$ cat src/rtl/map_pkg.sv
// Shared types and helpers for the parametrised line-frame mapper.
package map_pkg;

  typedef enum logic [1:0] {S_FAS, S_SEQ, S_PYLD, S_CRC} state_e;

  localparam int CRC_MAX_W = 64;
  localparam int DEF_ROWS  = 4;
  localparam int DEF_COLS  = 64;
  localparam int DEF_N     = DEF_ROWS * DEF_COLS;

  // Counter width that never collapses to zero bits.
  function automatic int pos_w(input int n);
    return (n > 1) ? $clog2(n) : 1;
  endfunction

  // One w-bit word folded into an MSB-first CRC (no reflection, no final xor).
  function automatic logic [CRC_MAX_W-1:0] crc_step(input logic [CRC_MAX_W-1:0] crc,
                                                    input logic [CRC_MAX_W-1:0] data,
                                                    input logic [CRC_MAX_W-1:0] poly,
                                                    input int w);
    logic [CRC_MAX_W-1:0] r, rs, ds, mask;
    logic fb;
    r    = crc;
    mask = (w >= CRC_MAX_W) ? '1 : ((64'd1 << w) - 64'd1);
    for (int i = 0; i < CRC_MAX_W; i++) begin
      if (i < w) begin
        rs = r >> (w - 1);
        ds = data >> (w - 1 - i);
        fb = rs[0] ^ ds[0];
        r  = (r << 1) & mask;
        if (fb) r = r ^ (poly & mask);
      end
    end
    return r;
  endfunction

endpackage

$ cat src/rtl/frame_mapper_p_pos_cnt.sv
// Row / column / linear word position inside a ROWS x COLS frame.
module frame_pos_cnt
  import map_pkg::*;
#(
  parameter int ROWS = DEF_ROWS,
  parameter int COLS = DEF_COLS,
  parameter int RW   = pos_w(ROWS),
  parameter int CW   = pos_w(COLS),
  parameter int LW   = pos_w(ROWS * COLS)
) (
  input  logic          i_clk,
  input  logic          i_rst,
  input  logic          i_adv,
  output logic [RW-1:0] o_row,
  output logic [CW-1:0] o_col,
  output logic [LW-1:0] o_lin
);

  logic [RW-1:0] row_q, row_d;
  logic [CW-1:0] col_q, col_d;
  logic [LW-1:0] lin_q, lin_d;

  always_comb begin
    row_d = row_q;
    col_d = col_q;
    lin_d = lin_q;
    if (i_adv) begin
      if (col_q == CW'(COLS - 1)) begin
        col_d = '0;
        row_d = (row_q == RW'(ROWS - 1)) ? '0 : row_q + 1'b1;
      end else begin
        col_d = col_q + 1'b1;
      end
      lin_d = (lin_q == LW'(ROWS * COLS - 1)) ? '0 : lin_q + 1'b1;
    end
  end

  always_ff @(posedge i_clk) begin
    if (i_rst) begin
      row_q <= '0;
      col_q <= '0;
      lin_q <= '0;
    end else begin
      row_q <= row_d;
      col_q <= col_d;
      lin_q <= lin_d;
    end
  end

  assign o_row = row_q;
  assign o_col = col_q;
  assign o_lin = lin_q;

endmodule

$ cat src/rtl/frame_mapper_p.sv
// Line-frame builder: FAS words, ARQ sequence word, client payload, trailing CRC.
module frame_mapper_p
  import map_pkg::*;
#(
  parameter int                DATA_W   = 8,
  parameter int                ROWS     = 4,
  parameter int                COLS     = 64,
  parameter int                FAS_LEN  = 4,
  parameter logic [DATA_W-1:0] FAS_A    = 'hF6,
  parameter logic [DATA_W-1:0] FAS_B    = 'h28,
  parameter logic [DATA_W-1:0] CRC_POLY = 'h07,
  localparam int               RW       = pos_w(ROWS),
  localparam int               CW       = pos_w(COLS)
) (
  input  logic              i_clk,
  input  logic              i_rst,
  input  logic [DATA_W-1:0] i_pyld_data,
  input  logic              i_pyld_data_valid,
  output logic              o_pyld_data_req,
  input  logic              i_line_fifo_ready,
  input  logic              i_retrans_req,
  input  logic              i_arq_en,
  input  logic              i_corrupt_en,
  output logic [DATA_W-1:0] o_frame_data,
  output logic              o_frame_data_valid,
  output logic              o_frame_data_fas,
  output logic [DATA_W-1:0] o_crc_val,
  output logic [DATA_W-1:0] o_seq_num,
  output logic [RW-1:0]     o_row_cnt,
  output logic [CW-1:0]     o_col_cnt
);

  localparam int N  = ROWS * COLS;
  localparam int LW = pos_w(N);

  if (N < FAS_LEN + 3) begin : g_geom_chk
    $error("frame_mapper_p: frame too short to hold FAS, seq and CRC words");
  end
  if (DATA_W > CRC_MAX_W) begin : g_width_chk
    $error("frame_mapper_p: DATA_W exceeds CRC helper width");
  end

  state_e            state_q, state_d;
  logic [RW-1:0]     row;
  logic [CW-1:0]     col;
  logic [LW-1:0]     lin;
  logic              adv, is_fas;
  logic [DATA_W-1:0] word_d;
  logic [DATA_W-1:0] crc_q, crc_d, seq_q, seq_d;
  logic              pend_q, pend_d;
  logic [DATA_W-1:0] data_q, crcv_q;
  logic              vld_q, fas_q;
  logic [RW-1:0]     row_q;
  logic [CW-1:0]     col_q;

  // Payload words additionally need the client side; every other word only needs the line.
  assign adv             = i_line_fifo_ready & ((state_q != S_PYLD) | i_pyld_data_valid);
  assign o_pyld_data_req = (state_q == S_PYLD) & i_line_fifo_ready;

  frame_pos_cnt #(.ROWS(ROWS), .COLS(COLS), .RW(RW), .CW(CW), .LW(LW)) u_pos (
    .i_clk (i_clk),
    .i_rst (i_rst),
    .i_adv (adv),
    .o_row (row),
    .o_col (col),
    .o_lin (lin)
  );

  always_ff @(posedge i_clk) begin
    if (i_rst) state_q <= S_FAS;
    else       state_q <= state_d;
  end

  always_comb begin
    state_d = state_q;
    if (adv) begin
      case (state_q)
        S_FAS:   if (lin == LW'(FAS_LEN - 1)) state_d = S_SEQ;
        S_SEQ:   state_d = S_PYLD;
        S_PYLD:  if (lin == LW'(N - 2)) state_d = S_CRC;
        S_CRC:   state_d = S_FAS;
        default: state_d = S_FAS;
      endcase
    end
  end

  always_comb begin
    word_d = '0;
    is_fas = 1'b0;
    case (state_q)
      S_FAS: begin
        word_d = (lin < LW'(FAS_LEN / 2)) ? FAS_A : FAS_B;
        is_fas = 1'b1;
      end
      S_SEQ:   word_d = i_arq_en ? seq_q : '0;
      S_PYLD:  word_d = i_pyld_data;
      S_CRC:   word_d = crc_q ^ DATA_W'(i_corrupt_en);
      default: word_d = '0;
    endcase
  end

  // A retrans request seen any time up to and including the CRC advance holds the next seq.
  always_comb begin
    crc_d  = crc_q;
    seq_d  = seq_q;
    pend_d = pend_q;
    if (adv && (state_q == S_SEQ || state_q == S_PYLD))
      crc_d = DATA_W'(crc_step(64'(crc_q), 64'(word_d), 64'(CRC_POLY), DATA_W));
    else if (adv && state_q == S_CRC)
      crc_d = '0;
    if (adv && state_q == S_CRC) begin
      pend_d = 1'b0;
      if (i_arq_en && !pend_q && !i_retrans_req) seq_d = seq_q + 1'b1;
    end else if (i_retrans_req) begin
      pend_d = 1'b1;
    end
  end

  always_ff @(posedge i_clk) begin
    if (i_rst) begin
      crc_q  <= '0;
      seq_q  <= '0;
      pend_q <= 1'b0;
      data_q <= '0;
      vld_q  <= 1'b0;
      fas_q  <= 1'b0;
      crcv_q <= '0;
      row_q  <= '0;
      col_q  <= '0;
    end else begin
      crc_q  <= crc_d;
      seq_q  <= seq_d;
      pend_q <= pend_d;
      vld_q  <= adv;
      fas_q  <= adv & is_fas;
      if (adv) begin
        data_q <= word_d;
        row_q  <= row;
        col_q  <= col;
      end
      if (adv && state_q == S_CRC) crcv_q <= crc_q;
    end
  end

  assign o_frame_data       = data_q;
  assign o_frame_data_valid = vld_q;
  assign o_frame_data_fas   = fas_q;
  assign o_crc_val          = crcv_q;
  assign o_seq_num          = seq_q;
  assign o_row_cnt          = row_q;
  assign o_col_cnt          = col_q;

endmodule

$ cat config.mk
export PLATFORM = sky130hd
export DESIGN_NAME = frame_mapper_p
export DESIGN_NICKNAME = d
export VERILOG_FILES = /design/src/rtl/map_pkg.sv /design/src/rtl/frame_mapper_p_pos_cnt.sv /design/src/rtl/frame_mapper_p.sv
export SDC_FILE = /design/constraint.sdc
export NUM_CORES = 1
export LEC_CHECK = 0
export ABC_AREA = 1
export ABC_CLOCK_PERIOD_IN_PS = 4760
export CAP_MARGIN = 20
export CORE_MARGIN = 2
export CORE_UTILIZATION = 35
export DETAILED_ROUTE_END_ITERATION = 8
export GPL_TIMING_DRIVEN = 0
export PLACE_DENSITY = 0.66
export SYNTH_ARGS = -nofsm -noshare
export SYNTH_HDL_FRONTEND = slang
export SYNTH_SLANG_ARGS = --single-unit
$ cat constraint.sdc
create_clock -name i_clk -period 4.76 [get_ports i_clk]
set_clock_uncertainty 0.05 [all_clocks]
set_input_delay 1.428 -clock i_clk [delete_from_list [all_inputs] [get_ports i_clk]]
set_output_delay 1.428 -clock i_clk [all_outputs]
set_load 0.02 [all_outputs]
### After elaboration in Yosys (flattened, before gate mapping)

Cells that the tools add are included.
Widths: inputs -> output; s select.

* add/subtract/negate cells: 4
* reductions and logical operators: 13
* bitwise operators: 21
* equal/unequal tests: 11
* multiplexer cells: 27
* order comparisons: 1

Operator list (number)
* $mux 8: 12
* $pmux 8 s4: 1
* $mux 3: 8
* $not 3->3: 8
* $add 8x1->8 const B: 2
* $eq 8x8->1 const B: 2
* $eq 8x2->1 const B: 1
* $lt 8x2->1 const B: 1
* $pmux 2 s4: 1
* $xor 1x1->1: 8
* $xor 8x1->8: 1
* $add 6x1->6 const B: 1
* $eq 2x2->1 const B: 3
* $eq 6x6->1 const B: 1
* $mux 2: 3
* $mux 6: 1
* $ne 2x2->1 const B: 3
* $logic_and 1x1->1: 4
* $reduce_and 2->1: 2
* $and 1x1->1: 3
* $reduce_and 3->1: 1
* $add 2x1->2 const B: 1
* $eq 2x1->1 const B: 1
* $logic_not 1->1: 2
* other kinds (6): 6

* register bits after elaboration: 61
* output and inout port bits: 35
* logic and storage cells: 90
* input port bits: 15

### Depth between registers and ports, before layout

* word-level depth: 27
* depth in mapped cells: 17
* depth with buffers taken out: 17

### Cells and area by module

A second synthesis with hierarchy kept.

* cells, all modules: 446
* area, all modules: 3080.5 µm²

By module, submodules not included
* frame_mapper_p: instances 1, area an instance 2317.2 µm², cells each 343, seq. area each 900.9 µm²
* frame_pos_cnt: instances 1, area an instance 763.2 µm², cells each 103, seq. area each 320.3 µm²

### Worst setup path after synthesis

Ideal clock, no wire load.

* path kind: input port to output port
* from: in i_line_fifo_ready
* to: out o_pyld_data_req
* slack: 1.681 ns
* path buffers: 0
* stages on the path: 2
* arrival: 1.601 ns
* data required time: 3.282 ns
* cell sequence: nand2_1 > inv_1

* cells in the longest elaborated chain, start to end: 1

Ends and longest elaborated chain
* start: declaration: line frame_mapper_p.sv:20 `input logic i_line_fifo_ready,`
* $and 1x1->1: line frame_mapper_p.sv:58 `assign o_pyld_data_req = (state_q == S_PYLD) & i_line_fifo_ready;`
* end: declaration: line frame_mapper_p.sv:19 `output logic o_pyld_data_req,`

Every way passes these cells.

### Worst setup path after layout

Same ends and word-level chain as after synthesis.

==> results.yml <==
logic_synthesis:
  ys_async_sr_fraction_pct: 0
  ys_seq_area_share_pct: 40.1
  yosysWarnings: 0
  synth_edf_count: 0
  synth_nets: 440
  synth.area.top_cells: "dfxtp_1 40%, nand2_1 11%, a21oi_1 6.2%"
  synthCells: 415
  syn_avg_cell_area_sq_um: 7.34
  yosysTopAreaCellShare_pct: 40.1
  yosys_most_used_dff: "dfxtp_1"
  synth_area_leader_cell: "dfxtp_1"
  yosysUniqueCellTypes: 39
  synth_seq_cells: 61
  syn_area_sq_mm: 0.00305
layout:
  layout_commonest_cell: "nand2_1"
  stdcell_area_sq_mm: 0.00390
  final_cell_mix: "91 x nand2_1, 61 x dfxtp_1, 48 x clkdlybuf4s50_1"
  drive_gt1_share_pct: 10.2
  fin_nets: 499
  diodes: 0
  area_delta_synth_final_pct: 27.8
critical_path:
  slowest_stage: "clkdlybuf4s50_1"
  cp.required_ns: 3.28
  worst_path_largest_cell_delay_ns: 0.60
  critPathMaxFanout: 2
  critPathTopFamily: "buffers and inverters"
  critical_path_class: "in -> out"
  start_kind: "input pin"
  worstPathCellList: "clkdlybuf4s50_1 > nand2_1 > inv_1 > clkdlybuf4s50_1"
  crit_buf_inv: 3
  cp.arrival_ns: 2.66
  crit_top_cell: "clkdlybuf4s50_1"
  end_kind: "output pin"
clock_network:
  h-tree-depth: 3
  cts.repair.resized: 0
  insertion_delay_ns: 0.36
  cts.clk_slew.worst_paths_ns: 0.07
  cts_hold_buf: 0
  cts_root_buf: "clkbuf_8"
  cts_buffers: 9
  cts_setup_buffers: 0
  cts_tree: "yes"
  clk_path_buf_depth: 2
  cts.sinks: 61
status:
  status: "finished, final reports clean"
power_and_ir_drop:
  peakVddDrop_v: 0.000155
  p_int_uw: 1070
  share_comb_of_total_power_pct: 32.4
  clockPowerShare_pct: 32.7
  seqPwrFrac_pct: 34.9
  switching_share_pct: 35.2
  power.switching_uw: 582
  p_leak_uw: 0.00156
  power.density_mw_per_mm2: 425
routing:
  routed_wl_um: 7910
  drt-initial-drc-count: 103
  drt-vias-per-instance: 5.03
  num_vias: 2950
  wire_per_inst_um: 13.5
  drc: 0
  antenna_left: 0
  drt-pass1-iter-count: 5
timing:
  worst_pin_slew_ns: 0.566
  slew_headroom_pct: 62.1
  finalCriticalPeriod_ns: 4.14
  period_share_pct: 87.0
  hold_viol: 0
  setup-violations-final: 0
  fmax_ghz: 0.242
  rsz0062_at_grt: "false"
  fin_setup_tns_ns: 0
  slew_viol_final: 0
global_routing:
  overflow: 0
  grt_pass1_vias: 2760
  grt_max_degree: 12
  track_usage_pct: 17.0
  grt_pass1_wl_um: 12900
  antenna_found_initial: 0
placed_design:
  hpwl_um: 5920
  gp_congestion: 0.905
  placed_cell_area_sq_mm: 0.00366
  portBuffers: 48
floorplanning:
  die_w_um: 97.3
  pin_count: 50
  die_area_sq_mm: 0.00947
  placeableCoreArea_sq_mm: 0.00859
  start_util_pct: 35.5
  std_cell_rows: 34
  die_h_um: 97.3
flow_run:
  cap_viol_max_count: 0
min_path:
  hold_class: "reg -> reg"
-- cell type report --
cell class,instances,area [sq um]
clock buffers,11,151
inverters,41,159
multi-input cells,300,1610
repair buffers,48,480
fillers,864,4700
flip-flops and latches,61,1220
clock inverters,5,81.3
well taps,108,135
plain buffers,13,61.3
-- worst paths after layout --
check	startpoint	endpoint	cells after the start	slack, ns
setup / recovery	i_line_fifo_ready	o_pyld_data_req	4	0.62
hold / removal	o_col_cnt[1]	o_col_cnt[1]	2	0.42
setup reg to reg	state_q[0]	crc_q[2]	11	2.38
hold reg to reg	o_col_cnt[1]	o_col_cnt[1]	2	0.42
-- cells in the mapped netlist, drive strengths merged (2+ instances only) --
library cell	instances
nand4	4
o211ai	2
nor3	7
a31oi	3
inv	41
xnor2	4
o21ai	35
nand3	35
ha	10
dfxtp	61
nor2	41
nand3b	2
nand2	101
nor3b	2
a21oi	39
buf	3
clkbuf	10
xor2	10
-- worst min-delay path, cell delays in order (launching register included) --
cell	delay, ns
dfxtp_1	0.31
nand2_1	0.06
a21oi_1	0.05
-- flip-flops by register name, indices dropped and copies added (netlist names), 6 cells and up --
| signal | cells |
|---|---|
| o_crc_val | 8 |
| o_frame_data | 8 |
| o_seq_num | 8 |
| crc_q | 8 |
| u_pos.o_col | 6 |
| u_pos.o_lin | 8 |
| o_col_cnt | 6 |
-- metrics by stage --
stage | hold WS [ns] | std cells | utilization [%] | worst slack, ns | power [uW]
2_1_floorplan | 0.384 | 415 | - | 1.68 | 984
3_3_place_gp | 0.404 | 571 | 42.6 | 0.623 | 1110
3_5_place_dp | 0.412 | 571 | 42.6 | 0.624 | 1120
4_1_cts | 0.422 | 587 | 45.3 | 0.614 | 1660
5_1_grt | 0.438 | 587 | 45.3 | 0.574 | 1750
6_report | 0.417 | 587 | 45.3 | 0.620 | 1660
-- layer usage --
layer | vias up | share of wire, % | track usage (%)
met2 | 88 | 49 | 29.2
met4 | 0 | 2.0 | 6.52
met1 | 1360 | 42 | 20.1
met3 | 14 | 6.7 | 5.11
li1 | 1488 | - | -
met5 | - | 0 | 0
-- power by group through the flow --
stage	logic, uW	clock network (uW)	registers [uW]
detailed placement	528	0	589
global route	594	576	583
global placement	521	0	589
finish	536	541	578
floorplan	381	0	604
CTS	533	548	578
-- cell families (layout without fill, tap and decap cells) --
family                     count (synthesis)  in the layout  synth area share (%)
and+or+nand+nor                          192            192                  28.0
AOI/OAI and AO/OA                         84             84                  15.3
DFF                                       61             61                  40.1
buffers and inverters                     54            118                  7.22
xor gates and xnor gates                  14             14                  5.38
adders and majority gates                 10             10                  4.11
(Power assumes the default switching activity.)
